## src/rtl/mips_data_memory.sv

```systemverilog
// Data memory responder for the multicycle MIPS core: preload channel in LOAD, processor port in RUN.
// Optional write protection of the low PROT_WORDS words is enabled by defining MEM_WRITE_PROTECT_EN.
module mips_data_memory #(
  parameter int          DEPTH_WORDS = 64,
  parameter logic [31:0] ADDR_BASE   = 32'h0000_0000,
  parameter int          CNT_W       = 16,
  parameter int          PROT_WORDS  = 16
) (
  input  logic             clk,
  input  logic             reset,
  input  logic [31:0]      addr,
  input  logic             memread,
  input  logic             memwrite,
  input  logic [31:0]      writedata,
  output logic [31:0]      memdata,
  input  logic             ld_valid,
  input  logic [31:0]      ld_addr,
  input  logic [31:0]      ld_data,
  output logic             ld_ready,
  input  logic             ld_done,
  output logic             busy,
  output logic             err_misalign,
  output logic             err_range,
  output logic             err_wprot,
  output logic [CNT_W-1:0] rd_count,
  output logic [CNT_W-1:0] wr_count
);

  localparam int               IDX_W   = (DEPTH_WORDS > 1) ? $clog2(DEPTH_WORDS) : 1;
  localparam logic [29:0]      BASE_W  = ADDR_BASE[31:2];
  localparam logic [29:0]      DEPTH_L = 30'(DEPTH_WORDS);
  localparam logic [CNT_W-1:0] CNT_MAX = {CNT_W{1'b1}};

  typedef enum logic {LOAD, RUN} state_t;

  state_t state, state_next;

  logic [31:0] mem [DEPTH_WORDS];

  logic [29:0]      off, ld_off;
  logic [IDX_W-1:0] idx, ld_idx;
  logic             in_range, ld_in_range;
  logic             misalign;
  logic             prot_hit;
  logic             acc_rd, acc_wr, ld_we;

  // Index math in word units; a byte address below the base wraps to a huge offset and fails the range check anyway.
  assign off         = addr[31:2] - BASE_W;
  assign ld_off      = ld_addr[31:2] - BASE_W;
  assign in_range    = (addr[31:2] >= BASE_W) && (off < DEPTH_L);
  assign ld_in_range = (ld_addr[31:2] >= BASE_W) && (ld_off < DEPTH_L);
  assign idx         = off[IDX_W-1:0];
  assign ld_idx      = ld_off[IDX_W-1:0];
  assign misalign    = (addr[1:0] != 2'b00);

  logic unused_bits;
  assign unused_bits = ^{off[29:IDX_W], ld_off[29:IDX_W], ld_addr[1:0]};

`ifdef MEM_WRITE_PROTECT_EN
  assign prot_hit = (off < 30'(PROT_WORDS));
`else
  logic unused_prot;
  assign unused_prot = ^PROT_WORDS;
  assign prot_hit    = 1'b0;
`endif

  always_ff @(posedge clk or posedge reset) begin
    if (reset) state <= LOAD;
    else       state <= state_next;
  end

  always_comb begin
    state_next = state;
    busy       = 1'b0;
    ld_ready   = 1'b0;
    acc_rd     = 1'b0;
    acc_wr     = 1'b0;
    ld_we      = 1'b0;
    if (state == LOAD) begin
      busy     = 1'b1;
      ld_ready = 1'b1;
      ld_we    = ld_valid && ld_in_range;
      if (ld_done) state_next = RUN;
    end else begin
      acc_rd = memread;
      acc_wr = memwrite;
    end
  end

  // RAM has no reset so preloaded contents survive a core reset.
  always_ff @(posedge clk) begin
    if (ld_we)
      mem[ld_idx] <= ld_data;
    else if (acc_wr && in_range && !prot_hit)
      mem[idx] <= writedata;
  end

  always_ff @(posedge clk or posedge reset) begin
    if (reset) begin
      memdata      <= 32'h0;
      err_misalign <= 1'b0;
      err_range    <= 1'b0;
      err_wprot    <= 1'b0;
      rd_count     <= '0;
      wr_count     <= '0;
    end else begin
      if (acc_rd) memdata <= in_range ? mem[idx] : 32'h0;
      if ((acc_rd || acc_wr) && misalign)  err_misalign <= 1'b1;
      if ((acc_rd || acc_wr) && !in_range) err_range    <= 1'b1;
      if (acc_wr && in_range && prot_hit)  err_wprot    <= 1'b1;
      if (acc_rd && rd_count != CNT_MAX) rd_count <= rd_count + 1'b1;
      if (acc_wr && wr_count != CNT_MAX) wr_count <= wr_count + 1'b1;
    end
  end

endmodule

```

## config.mk

```make
export PLATFORM = sky130hd
export DESIGN_NAME = mips_data_memory
export DESIGN_NICKNAME = d
export VERILOG_FILES = /design/src/rtl/mips_data_memory.sv
export SDC_FILE = /design/constraint.sdc
export NUM_CORES = 2
export LEC_CHECK = 0
export BUFFER_PORTS_ARGS = -buffer_cell sky130_fd_sc_hd__clkbuf_2
export CORE_MARGIN = 5
export CORE_UTILIZATION = 40
export CTS_CLUSTER_DIAMETER = 80
export DETAILED_ROUTE_END_ITERATION = 8
export GPL_TIMING_DRIVEN = 0
export PLACE_DENSITY = 0.63
export SLEW_MARGIN = 10
export SYNTH_ARGS = -nofsm -noshare
export SYNTH_HDL_FRONTEND = slang
export SYNTH_SLANG_ARGS = --single-unit
```

## constraint.sdc

```tcl
create_clock -name clk -period 11.7 [get_ports clk]
set_input_delay 0.585 -clock clk [delete_from_list [all_inputs] [get_ports clk]]
set_output_delay 0.585 -clock clk [all_outputs]
set_load 0.1 [all_outputs]
```

-- Word level (Yosys, flattened, before mapping)
Memory sizes are Yosys's and may differ from the RTL's.
Cells that the tools add are included.
- flip-flop bits (word level): 67
- bits in latches: 0
- RAM bits: 2048
- memory bits (read-only): 0
- input port bits: 134
- output and inout port bits: 69
- word-level logic and storage cells: 42
- memories kept: 1
- memories (memory ; words ; bits a word ; read ports ; clocked after Yosys merged registers in ; write ports ; RTL line ; source):
    mem ; 64 ; 32 ; 1 ; 0 ; 1 ; 38 ; logic [31:0] mem [DEPTH_WORDS];
- add/sub/neg operators: 2
- multipliers: 0
- divide/modulo/power cells: 0
- $lt $le $gt $ge: 4
- equal/unequal tests: 2
- shift operators: 0
- muxes and demuxes: 15
- bitwise logic cells: 0
- reduce and logical (&&, ||, !) cells: 12
- operators by type and width (operator ; number):
    $mux 32 ; 2
    $ge 30x1->1 const B ; 2
    $lt 30x7->1 const B ; 2
    $add 16x1->16 const B ; 2
    $ne 16x16->1 const B ; 2
    $reduce_or 32->1 ; 1
    $mux 1 ; 12
    $logic_and 1x1->1 ; 8
    $mux 6 ; 1
    $reduce_bool 2->1 ; 1
    $logic_not 1->1 ; 1
    $logic_or 1x1->1 ; 1

-- Logic depth before layout (Yosys ltp)
- depth after elaboration: 8
- mapped depth: 11
- mapped depth without buffers: 6

-- Least setup slack after synthesis
OpenSTA, ideal clock, no wires.
- kind: in2reg
- from: in addr[18]
- to: mem mem[40][0], enable pin
- setup time: 0.513 ns
- data arrival time: 5.244 ns
- required time: 11.187 ns
- path slack: 5.944 ns
- stages on the path: 6
- path buffers: 1
- cell sequence: nor4_1 -> nand4_1 -> nor3_4 -> clkbuf_1 -> a21oi_1 -> nor4b_1
- longest elaborated chain between the ends: 8
- elaborated cells on any way between the ends: 10
- classes of those cells: 2 x order compare; 5 x mux; 3 x reduce/logical
- ends and longest elaborated chain (item ; RTL line ; source):
    from (decl) ; 11 ; input logic [31:0] addr,
    $ge 30x1->1 or $lt 30x7->1 (tied branches) ; 50 ; assign in_range = (addr[31:2] >= BASE_W) && (off < DEPTH_L);
    $logic_and 1x1->1 (*) ; 50 ;
    $logic_and 1x1->1 (*) ; n/a ;
    $mux 1 (*) ; 94 ; else if (acc_wr && in_range && !prot_hit)
    $mux 1 (*) ; 92 ; if (ld_we)
    $mux 1 (implied by the code) (*) ; 95 ; mem[idx] <= writedata;
    $reduce_or 32->1 (no source line) ; n/a ;
    $mux 6 (no source line) or $mux 1 (tied branches) ; n/a ;
    to (decl) ; 38 ;
Every way passes the cells marked *; elsewhere a longest branch is shown, timed or not.

-- Worst setup path in the final report
- from: in addr[6]
- to: mem mem[39][26], enable pin
- longest elaborated chain between the ends: 8
- elaborated cells on any way between the ends: 10
- classes of those cells: 2 x order compare; 5 x mux; 3 x reduce/logical
- ends and longest elaborated chain (item ; RTL line):
    $ge 30x1->1 or $lt 30x7->1 (tied branches) ; 50
    $logic_and 1x1->1 ; 50
    $logic_and 1x1->1 ; n/a
    $mux 1 ; 94
    $mux 1 ; 92
    $mux 1 (implied by the code) ; 95
    $reduce_or 32->1 (no source line) ; n/a
    $mux 6 (no source line) or $mux 1 (tied branches) ; n/a
Several ways; a longest one is shown, not always the timed one.

==> metrics.txt <==
Leak 32.5 nW; final core occ 47.8%; Slew @ Worst Pin 1.43 ns; DPL Wire Length 198 mm; status completed; worst clock skew 0.0487 ns; Slew Viols, Final 0; root buf cell clkbuf_16; total internal power 12.4 mW; Worst-path clk slew 0.06 ns; min Tclk post-route 4.93 ns; worst hold start writedata[3]; critical path data arrival time 5.49 ns; most frequent cells in the layout edfxtp_1, mux4_2, mux2i_1, clkbuf_2, clkbuf_16; Final GP Congestion 0.865; final hold viol count 0; Starting Density 40.2%; Clock Latency Late Sink 0.89 ns; layout cell share with drive strength beyond 1 30.1%; FF+latch count, synth 2115; vias in the first global route 45.7k; share of flip-flops with an asynchronous set or reset 3.17%; total CTS buffers 206; # port buffers 196; clock tree buffer depth 3; chip height 463 µm; synthesized netlist cell count 3942; I/O Pins 203; setup_tns 0 ns; internal reg-to-reg setup slack 7.01 ns; Layout area overhead 19.1%; via count 46.8k; Max-Cap Viols 0; hold buffer count at cts 4; Crit. End Element flip-flop; gr ovfl total 0; sw frac 23.2%; CP startpoint addr[6]; Fmax 0.203 GHz; First DRT Iteration DRCs 7539; number of synthesized flops with an enable pin 2048; Slew headroom 4.87%; drt first pass iters 8; CTS sink cnt 2115; Cell Pwr Density 165 nW/µm²; Psw 3.76 mW; largest net degree at the start of global routing 65; post_cts resized 0; crit path kind input port to flip-flop; Core Area 205000 µm²; most common cell after layout, fill and taps aside edfxtp_1; post-route ant nets 0; Req. time, crit path 12.25 ns; critical path endpoint mem[39][26]; total track usage 25.9%; die area 215000 µm²; number of setup violations in the final report 0; WL final 283 mm; Synthesis Warnings 0; fill cell count 16.4k; antenna violations before repair 12; net count after synthesis 4078; RSZ-0062 raised after global routing no; Reg2Reg Launch Point state; Layout Nets 4784; Seq/Total Area, Yosys 76.9%; average wire per standard cell 37.6 µm; Clk pwr share 41.7%; first-pass GRT wire length 382 mm; Via density 6.23; peak supply drop 0.000165 V; Die W 463 µm; Post-synth top flop edfxtp_1; critical path peak fanout 10; DRC Markers 0; H-tree depth 4; row count 166; CTS tree built; Logic pwr share 6.6%; Period Utilization, post-route 42.2%; Unique masters post-synth 73; syn avg cell area 20.8 µm²; min-delay worst type input port to flip-flop; r2r worst-path depth 9; reg-to-reg endpoint mem[39][26]; share of power burned in registers 51.7%; synthesized area 82200 µm²; CP Launch Type input port; Post-CTS Setup Inserts 0
-- routing by layer --
metal,routed length (µm),share of wire (%),GRT usage (%),vias to the layer above
met1,98800,35,32.9,24500
met5,23,0.0081,0.0668,-
met4,20100,7.1,15.4,4
met3,36600,13,8.48,847
li1,-,-,-,17900
met2,127000,45,39.0,3589
-- critical path: stages --
cell	delay, ns
clkbuf_2	0.22
clkbuf_1	0.37
nor2_1	0.84
clkbuf_1	1.02
a31oi_2	0.67
nor3_2	1.00
buf_6	0.27
buf_4	0.22
buf_4	0.24
-- cells by family after synthesis --
group / count (synthesis) / share of synthesized area [%]
flops: 2115 / 76.9
mux: 732 / 15.0
simple gates: 449 / 2.58
compound gates: 375 / 3.43
buf+inv: 238 / 1.76
xor+xnor: 30 / 0.320
fa+ha+maj: 2 / 0.0304
other cells: 1 / 0.00456
-- sequential cells by signal, indices dropped and copies added, names as in the netlist --
register	flops
err_misalign	1
memdata	32
err_range	1
mem	2048
wr_count	16
state	1
rd_count	16
-- final cells by class --
| type | count | area (µm²) | share of cell area [%] |
|---|---|---|---|
| Sequential cell | 2115 | 63200 | 64.6 |
| Multi-Input combinational cell | 1589 | 18100 | 18.5 |
| Clock buffer | 249 | 5380 | 5.49 |
| Timing Repair Buffer | 498 | 4910 | 5.02 |
| Tap cell | 2688 | 3360 | 3.44 |
| Clock inverter | 134 | 1470 | 1.50 |
| Buffer | 216 | 1380 | 1.41 |
| Inverter | 22 | 85.1 | 0.0869 |
| Antenna cell | 10 | 25.0 | 0.0256 |
-- synth_stat cells (20+ instances only) --
master	instances	area (µm²)
a21oi_1	36	180
a22oi_1	171	1280
buf_2	49	245
buf_4	27	203
buf_6	35	394
clkbuf_1	81	304
dfrtp_1	67	1680
edfxtp_1	2048	61500
inv_1	21	78.8
mux2i_1	331	3310
mux4_2	397	8940
nand2_1	180	676
nand3_1	77	385
nor2_1	57	214
nor3_1	43	215
o21ai_1	20	100
xnor2_1	22	193
-- worst min-delay path by stage --
stage               slack, ns      endpoint  depth (start not counted)
global placement         0.46     err_range                          1
global route             0.14     mem[0][3]                          3
detailed placement       0.47  err_misalign                          1
CTS                      0.09     mem[1][3]                          3
floorplan                0.52         state                          1
finish                   0.14     mem[1][3]                          3
-- metrics by stage --
step / cells / hold slack, ns / setup WS (ns) / total power [mW] / area [µm²]
floorplan: 3942 / 0.523 / 5.94 / 9.16 / 82200
global placement: 6826 / 0.464 / -3.81 / 9.53 / 86500
detailed placement: 7123 / 0.466 / 6.21 / 9.57 / 90900
CTS: 7510 / 0.0939 / 7.08 / 16.2 / 97800
global route: 7517 / 0.140 / 6.97 / 16.6 / 97900
finish: 7521 / 0.144 / 6.77 / 16.2 / 97900
-- power groups by stage --
stage	combinational (mW)	clock [mW]	sequential, mW
2_1_floorplan	0.479	0	8.68
3_3_place_gp	0.996	0	8.53
3_5_place_dp	1.05	0	8.52
4_1_cts	1.05	6.80	8.36
5_1_grt	1.10	7.12	8.36
6_report	1.07	6.75	8.36
No activity file was read; power rests on OpenSTA's default activity.
